--- src/rtl/mux2_rr_arbiter.sv ---
// Two-source valid/ready packet arbiter feeding one registered output stage.
// Grant is held for the whole packet; round-robin or fixed priority between packets.
module mux2_rr_arbiter #(
  parameter int unsigned DW = 8,
  parameter bit          RR = 1'b1
) (
  input  logic          clk,
  input  logic          rst_n,
  input  logic          i0_valid,
  output logic          i0_ready,
  input  logic [DW-1:0] i0_data,
  input  logic          i0_last,
  input  logic          i1_valid,
  output logic          i1_ready,
  input  logic [DW-1:0] i1_data,
  input  logic          i1_last,
  output logic          y_valid,
  input  logic          y_ready,
  output logic [DW-1:0] y_data,
  output logic          y_last,
  output logic          y_src,
  output logic          busy
);

  typedef enum logic [1:0] {IDLE, LOCK0, LOCK1} state_t;

  state_t        state_q, state_d;
  logic          prio_q, prio_d;
  logic          y_valid_q, y_valid_d;
  logic [DW-1:0] y_data_q, y_data_d;
  logic          y_last_q, y_last_d;
  logic          y_src_q, y_src_d;

  logic load;
  logic g;
  logic req;
  logic acc;
  logic acc_last;

  always_comb begin
    load = ~y_valid_q | y_ready;
    g    = 1'b0;
    req  = 1'b0;
    unique case (state_q)
      LOCK0: begin
        g   = 1'b0;
        req = 1'b1;
      end
      LOCK1: begin
        g   = 1'b1;
        req = 1'b1;
      end
      default: begin
        req = i0_valid | i1_valid;
        if (i0_valid && i1_valid) g = RR ? prio_q : 1'b0;
        else                      g = i1_valid;
      end
    endcase
  end

  // Readys are gated by rst_n so nothing is acknowledged while reset is held.
  assign i0_ready = rst_n & req & load & ~g;
  assign i1_ready = rst_n & req & load &  g;

  assign acc      = g ? (i1_valid & i1_ready) : (i0_valid & i0_ready);
  assign acc_last = g ? i1_last : i0_last;

  always_comb begin
    state_d   = state_q;
    prio_d    = prio_q;
    y_valid_d = y_valid_q;
    y_data_d  = y_data_q;
    y_last_d  = y_last_q;
    y_src_d   = y_src_q;

    if (acc) begin
      if (acc_last) begin
        state_d = IDLE;
        if (RR) prio_d = ~g;
      end else begin
        state_d = g ? LOCK1 : LOCK0;
      end
    end

    if (load) begin
      y_valid_d = acc;
      if (acc) begin
        y_data_d = g ? i1_data : i0_data;
        y_last_d = acc_last;
        y_src_d  = g;
      end
    end
  end

  always_ff @(posedge clk or negedge rst_n) begin
    if (!rst_n) begin
      state_q   <= IDLE;
      prio_q    <= 1'b0;
      y_valid_q <= 1'b0;
      y_data_q  <= '0;
      y_last_q  <= 1'b0;
      y_src_q   <= 1'b0;
    end else begin
      state_q   <= state_d;
      prio_q    <= prio_d;
      y_valid_q <= y_valid_d;
      y_data_q  <= y_data_d;
      y_last_q  <= y_last_d;
      y_src_q   <= y_src_d;
    end
  end

  assign y_valid = y_valid_q;
  assign y_data  = y_data_q;
  assign y_last  = y_last_q;
  assign y_src   = y_src_q;
  assign busy    = (state_q != IDLE) | y_valid_q;

endmodule

--- config.mk ---
export PLATFORM = sky130hd
export DESIGN_NAME = mux2_rr_arbiter
export DESIGN_NICKNAME = d
export VERILOG_FILES = /design/src/rtl/mux2_rr_arbiter.sv
export SDC_FILE = /design/constraint.sdc
export NUM_CORES = 1
export LEC_CHECK = 0
export CORE_MARGIN = 5
export CORE_UTILIZATION = 35
export DETAILED_ROUTE_END_ITERATION = 12
export PLACE_DENSITY = 0.74
export SLEW_MARGIN = 15
export SYNTH_ARGS = -nofsm -noshare
export SYNTH_HDL_FRONTEND = slang
export SYNTH_SLANG_ARGS = --single-unit
--- constraint.sdc ---
create_clock -name clk -period 1.8 [get_ports clk]
set_clock_uncertainty 0.15 [all_clocks]
set_input_delay 0.27 -clock clk [delete_from_list [all_inputs] [get_ports clk]]
set_output_delay 0.27 -clock clk [all_outputs]
set_load 0.01 [all_outputs]
==> summary.md <==
| Metric | Value |
|---|---|
| Part of the Yosys area used for sequential elements | 47.1% |
| Cell type of the slowest stage on the worst timing path | sky130_fd_sc_hd__dfrtp_1 |
| Critical path arrival | 1560 ps |
| PwrDens | 1490 nW/µm² |
| Number of primary I/O pins | 37 |
| Top cells by instance count after synthesis | sky130_fd_sc_hd__dfrtp_1 (14), sky130_fd_sc_hd__nand2_1 (14), sky130_fd_sc_hd__o21ai_0 (10) |
| Crit-path leading delay family | flip-flops |
| Number of nets in the final layout | 154 |
| Setup repair after global routing missed its margin | true |
| CTS Root Cell | sky130_fd_sc_hd__clkbuf_4 |
| Comb pwr share | 65.0% |
| Hold Vio Cnt, Final | 0 |
| Final worst path period need | 1980 ps |
| Horizontal extent of the die | 56.1 µm |
| # diodes | 0 |
| Clock Power Share | 8.6% |
| Multi-input gate area in the final layout | 430 µm² |
| First DRT Iteration DRCs | 2 |
| Result of the run | finished with violations |
| Sort of element at the end of the critical path | primary output |
| Layout overhead on the synthesized area | 83.9% |
| Setup TNS Final | -2050 ps |
| Clock insertion delay at the later pin of the skew report | 280 ps |
| Hold_buf cts | 0 |
| Min-Delay Path Class | in -> async |
| Sw Ratio | 36.2% |
| Maxcap violations | 0 |
| Worst Path Max Fanout | 3 |
| Unique cell type count in the Yosys netlist | 19 |
| Mean number of vias per cell | 4.77 |
| Synth top area cells | sky130_fd_sc_hd__dfrtp_1 (47%), sky130_fd_sc_hd__mux2i_1 (12%), sky130_fd_sc_hd__nand2_1 (7.1%) |
| GRT Overall Usage | 14.4% |
| Height of the die | 56.1 µm |
| Fraction of layout cells with a size suffix above 1 | 30.7% |
| Final cell count without fillers | 154 |
| Routed wire per std cell | 14.2 µm |
| #FFs+latches synth | 14 |
| Slew HR | 77.3% |
| Final Max Slew Viols | 0 |
| Placed wire-length estimate after detailed placement | 1.53 mm |
| Pre-CTS setup slack | -516 ps |
| Clock transition at the registers of the reported paths | 80 ps |
| Number of global-route vias before repair | 789 |
| EDFF count, synth | 0 |
| Fin util | 68.4% |
| Starting utilization of the core area | 37.2% |
| Worst-Margin Slew | 340 ps |
| Post-Syn Area per Cell | 10.3 µm² |
| Number of nets in the synthesized netlist | 97 |
| Sequential cell area | 350 µm² |
| Prevailing post-synth register cell | sky130_fd_sc_hd__dfrtp_1 |
| Highest Clock Rate | 505 MHz |
| Core Region | 2000 µm² |
| Part of the total power dissipated in sequential elements | 26.4% |
| Ratio of final minimum period to clock period | 110% |
| Placed cell count | 146 |
| Total iterations of the first detailed-routing run | 3 |
| Cells after Synth | 72 |
| Peak supply drop | 0.758 mV |
| Routed Wire Length | 2.19 mm |
| Switching pwr | 0.740 mW |
| Count of unresolved DRC violations after routing | 0 |
| Wire length of the first global-routing pass | 3.53 mm |
| Number of buffers between clock root and the deepest sink | 2 |
| Cells along the critical path | inv_2, ha_4, nand2b_4, o21ai_4, nor2b_4, buf_6 |
| Overflow left after global routing | 0 |
| Post-route total power | 2.04 mW |
| Setup slack of the critical path after layout | -181 ps |
| Number of nets still failing antenna checks after routing | 0 |
| Required arrival time at the worst endpoint | 1380 ps |
| Number of antenna violations at the first check in global routing | 0 |
| Static Leak | 0.597 nW |
| Final-layout fill cell count | 167 |
| Slowest stage delay, CP | 400 ps |
| Number of levels in the clock H-tree | 1 |
| Count of buffers inserted at the top-level ports | 36 |
| Total vias in the final route | 735 |
| Proportion of netlist area held by the largest area contributor | 47.1% |
| Synth area leader | sky130_fd_sc_hd__dfrtp_1 |
| Number of clock sinks | 14 |
| Number of buffers created by CTS | 3 |
| Final weighted congestion in routability-driven placement | 0.747 |
| Yosys synthesis warning count | 0 |
| Total setup violations reported at the end of the flow | 16 |
| Count of buffering cells on the critical path with inverters included | 2 |
| Failing checks | setup timing |
| Critical path start-end classification | reg -> out |
| Maximum number of pins on one net before global-route repair | 16 |
| Std-Cell Rows | 16 |
| Startpoint types | flop |
| Post-synthesis cell area | 744 µm² |
| Share of synthesized flip-flops with an asynchronous set or reset | 100% |
| P_int | 1.30 mW |
| CTS tree | done |
| Overall die area | 3150 µm² |
==> final cells by class <==
cell class                 instances  area share, %
clock buffer                       3           1.65
multi-input combinational         51           31.4
sequential                        14           25.6
inverter                           4           1.10
timing repair buffer              55           37.8
tap                               27           2.47
==> layer usage <==
layer  track usage [%]  wire, µm
met1              15.6       869
met2              26.9      1160
met3              2.78       100
met4              6.10        59
met5                 0         0
==> final timing paths <==
path                             from   endpoint  slack, ps  cells past startpoint
setup / recovery           state_q[0]   i1_ready       -180                      6
hold / removal                  rst_n  y_data[2]        250                      2
setup reg to reg           state_q[0]     prio_q       -170                      7
hold reg to reg             y_data[3]  y_data[3]        340                      2
max in group asynchronous       rst_n  y_data[4]       1060                      2
min in group clk            y_data[3]  y_data[3]        340                      2
==> flip-flops by register name, summed over array words and instances (netlist names) <==
| register | flops |
|---|---|
| y_data | 8 |
| state_q | 2 |
| prio_q | 1 |
| y_last | 1 |
| y_src | 1 |
| y_valid | 1 |
==> power by group through the flow <==
stage	registers [mW]	clock network (mW)	logic, mW
after floorplan	0.594	0	0.473
after global placement	0.539	0	1.04
after detailed placement	0.542	0	1.07
after CTS	0.540	0.180	1.29
after global routing	0.557	0.194	1.42
final	0.541	0.175	1.33
==> logic make-up (layout without fill, tap and decap cells) <==
family | count (synthesis) | count (layout) | share of synthesized area [%]
DFF | 14 | 14 | 47.1
AOI/OAI and AO/OA | 18 | 18 | 17.5
adders and majority gates | 2 | 2 | 3.36
muxes | 9 | 9 | 12.1
buffers and inverters | 7 | 62 | 6.55
and+or+nand+nor | 22 | 22 | 13.4
==> per-stage QoR <==
stage / hold WS (ps) / area [µm²]
final: 255 / 1370
after detailed placement: 324 / 1210
after CTS: 252 / 1350
after global placement: 312 / 1210
after floorplan: -176 / 744
after global routing: 294 / 1370
==> timing repair <==
action / in CTS / in global routing
endpoints found under the setup margin: 17 / 16
resized for setup: 41 / 3
gates cloned: 1 / 1
pin swaps: 8 / 2
setup buffers: 2 / 1
==> worst register-to-register path, stage by stage (launching register included) <==
cell	delay, ps
sky130_fd_sc_hd__dfrtp_1	370
sky130_fd_sc_hd__inv_2	60
sky130_fd_sc_hd__ha_4	290
sky130_fd_sc_hd__buf_4	130
sky130_fd_sc_hd__or3b_4	390
sky130_fd_sc_hd__o2111ai_4	160
sky130_fd_sc_hd__nor2_1	70
sky130_fd_sc_hd__o2bb2a_2	250
==> cell usage in the layout, fill, tap and decap left out, types with 2 or more instances in the layout <==
| cell type | Yosys | routed |
|---|---|---|
| sky130_fd_sc_hd__clkdlybuf4s50_1 | 0 | 33 |
| sky130_fd_sc_hd__nand2b_1 | 3 | 2 |
| sky130_fd_sc_hd__dfrtp_1 | 14 | 14 |
| sky130_fd_sc_hd__inv_1 | 4 | 2 |
| sky130_fd_sc_hd__buf_6 | 3 | 6 |
| sky130_fd_sc_hd__nor2_1 | 2 | 2 |
| sky130_fd_sc_hd__nand2_2 | 0 | 2 |
| sky130_fd_sc_hd__ha_4 | 0 | 2 |
| sky130_fd_sc_hd__buf_4 | 0 | 14 |
| sky130_fd_sc_hd__mux2i_1 | 9 | 9 |
| sky130_fd_sc_hd__clkbuf_4 | 0 | 3 |
| sky130_fd_sc_hd__nand2_1 | 14 | 12 |
| sky130_fd_sc_hd__inv_2 | 0 | 2 |
| sky130_fd_sc_hd__o21ai_1 | 1 | 10 |
Note: power is estimated with default switching activity, not from simulation.
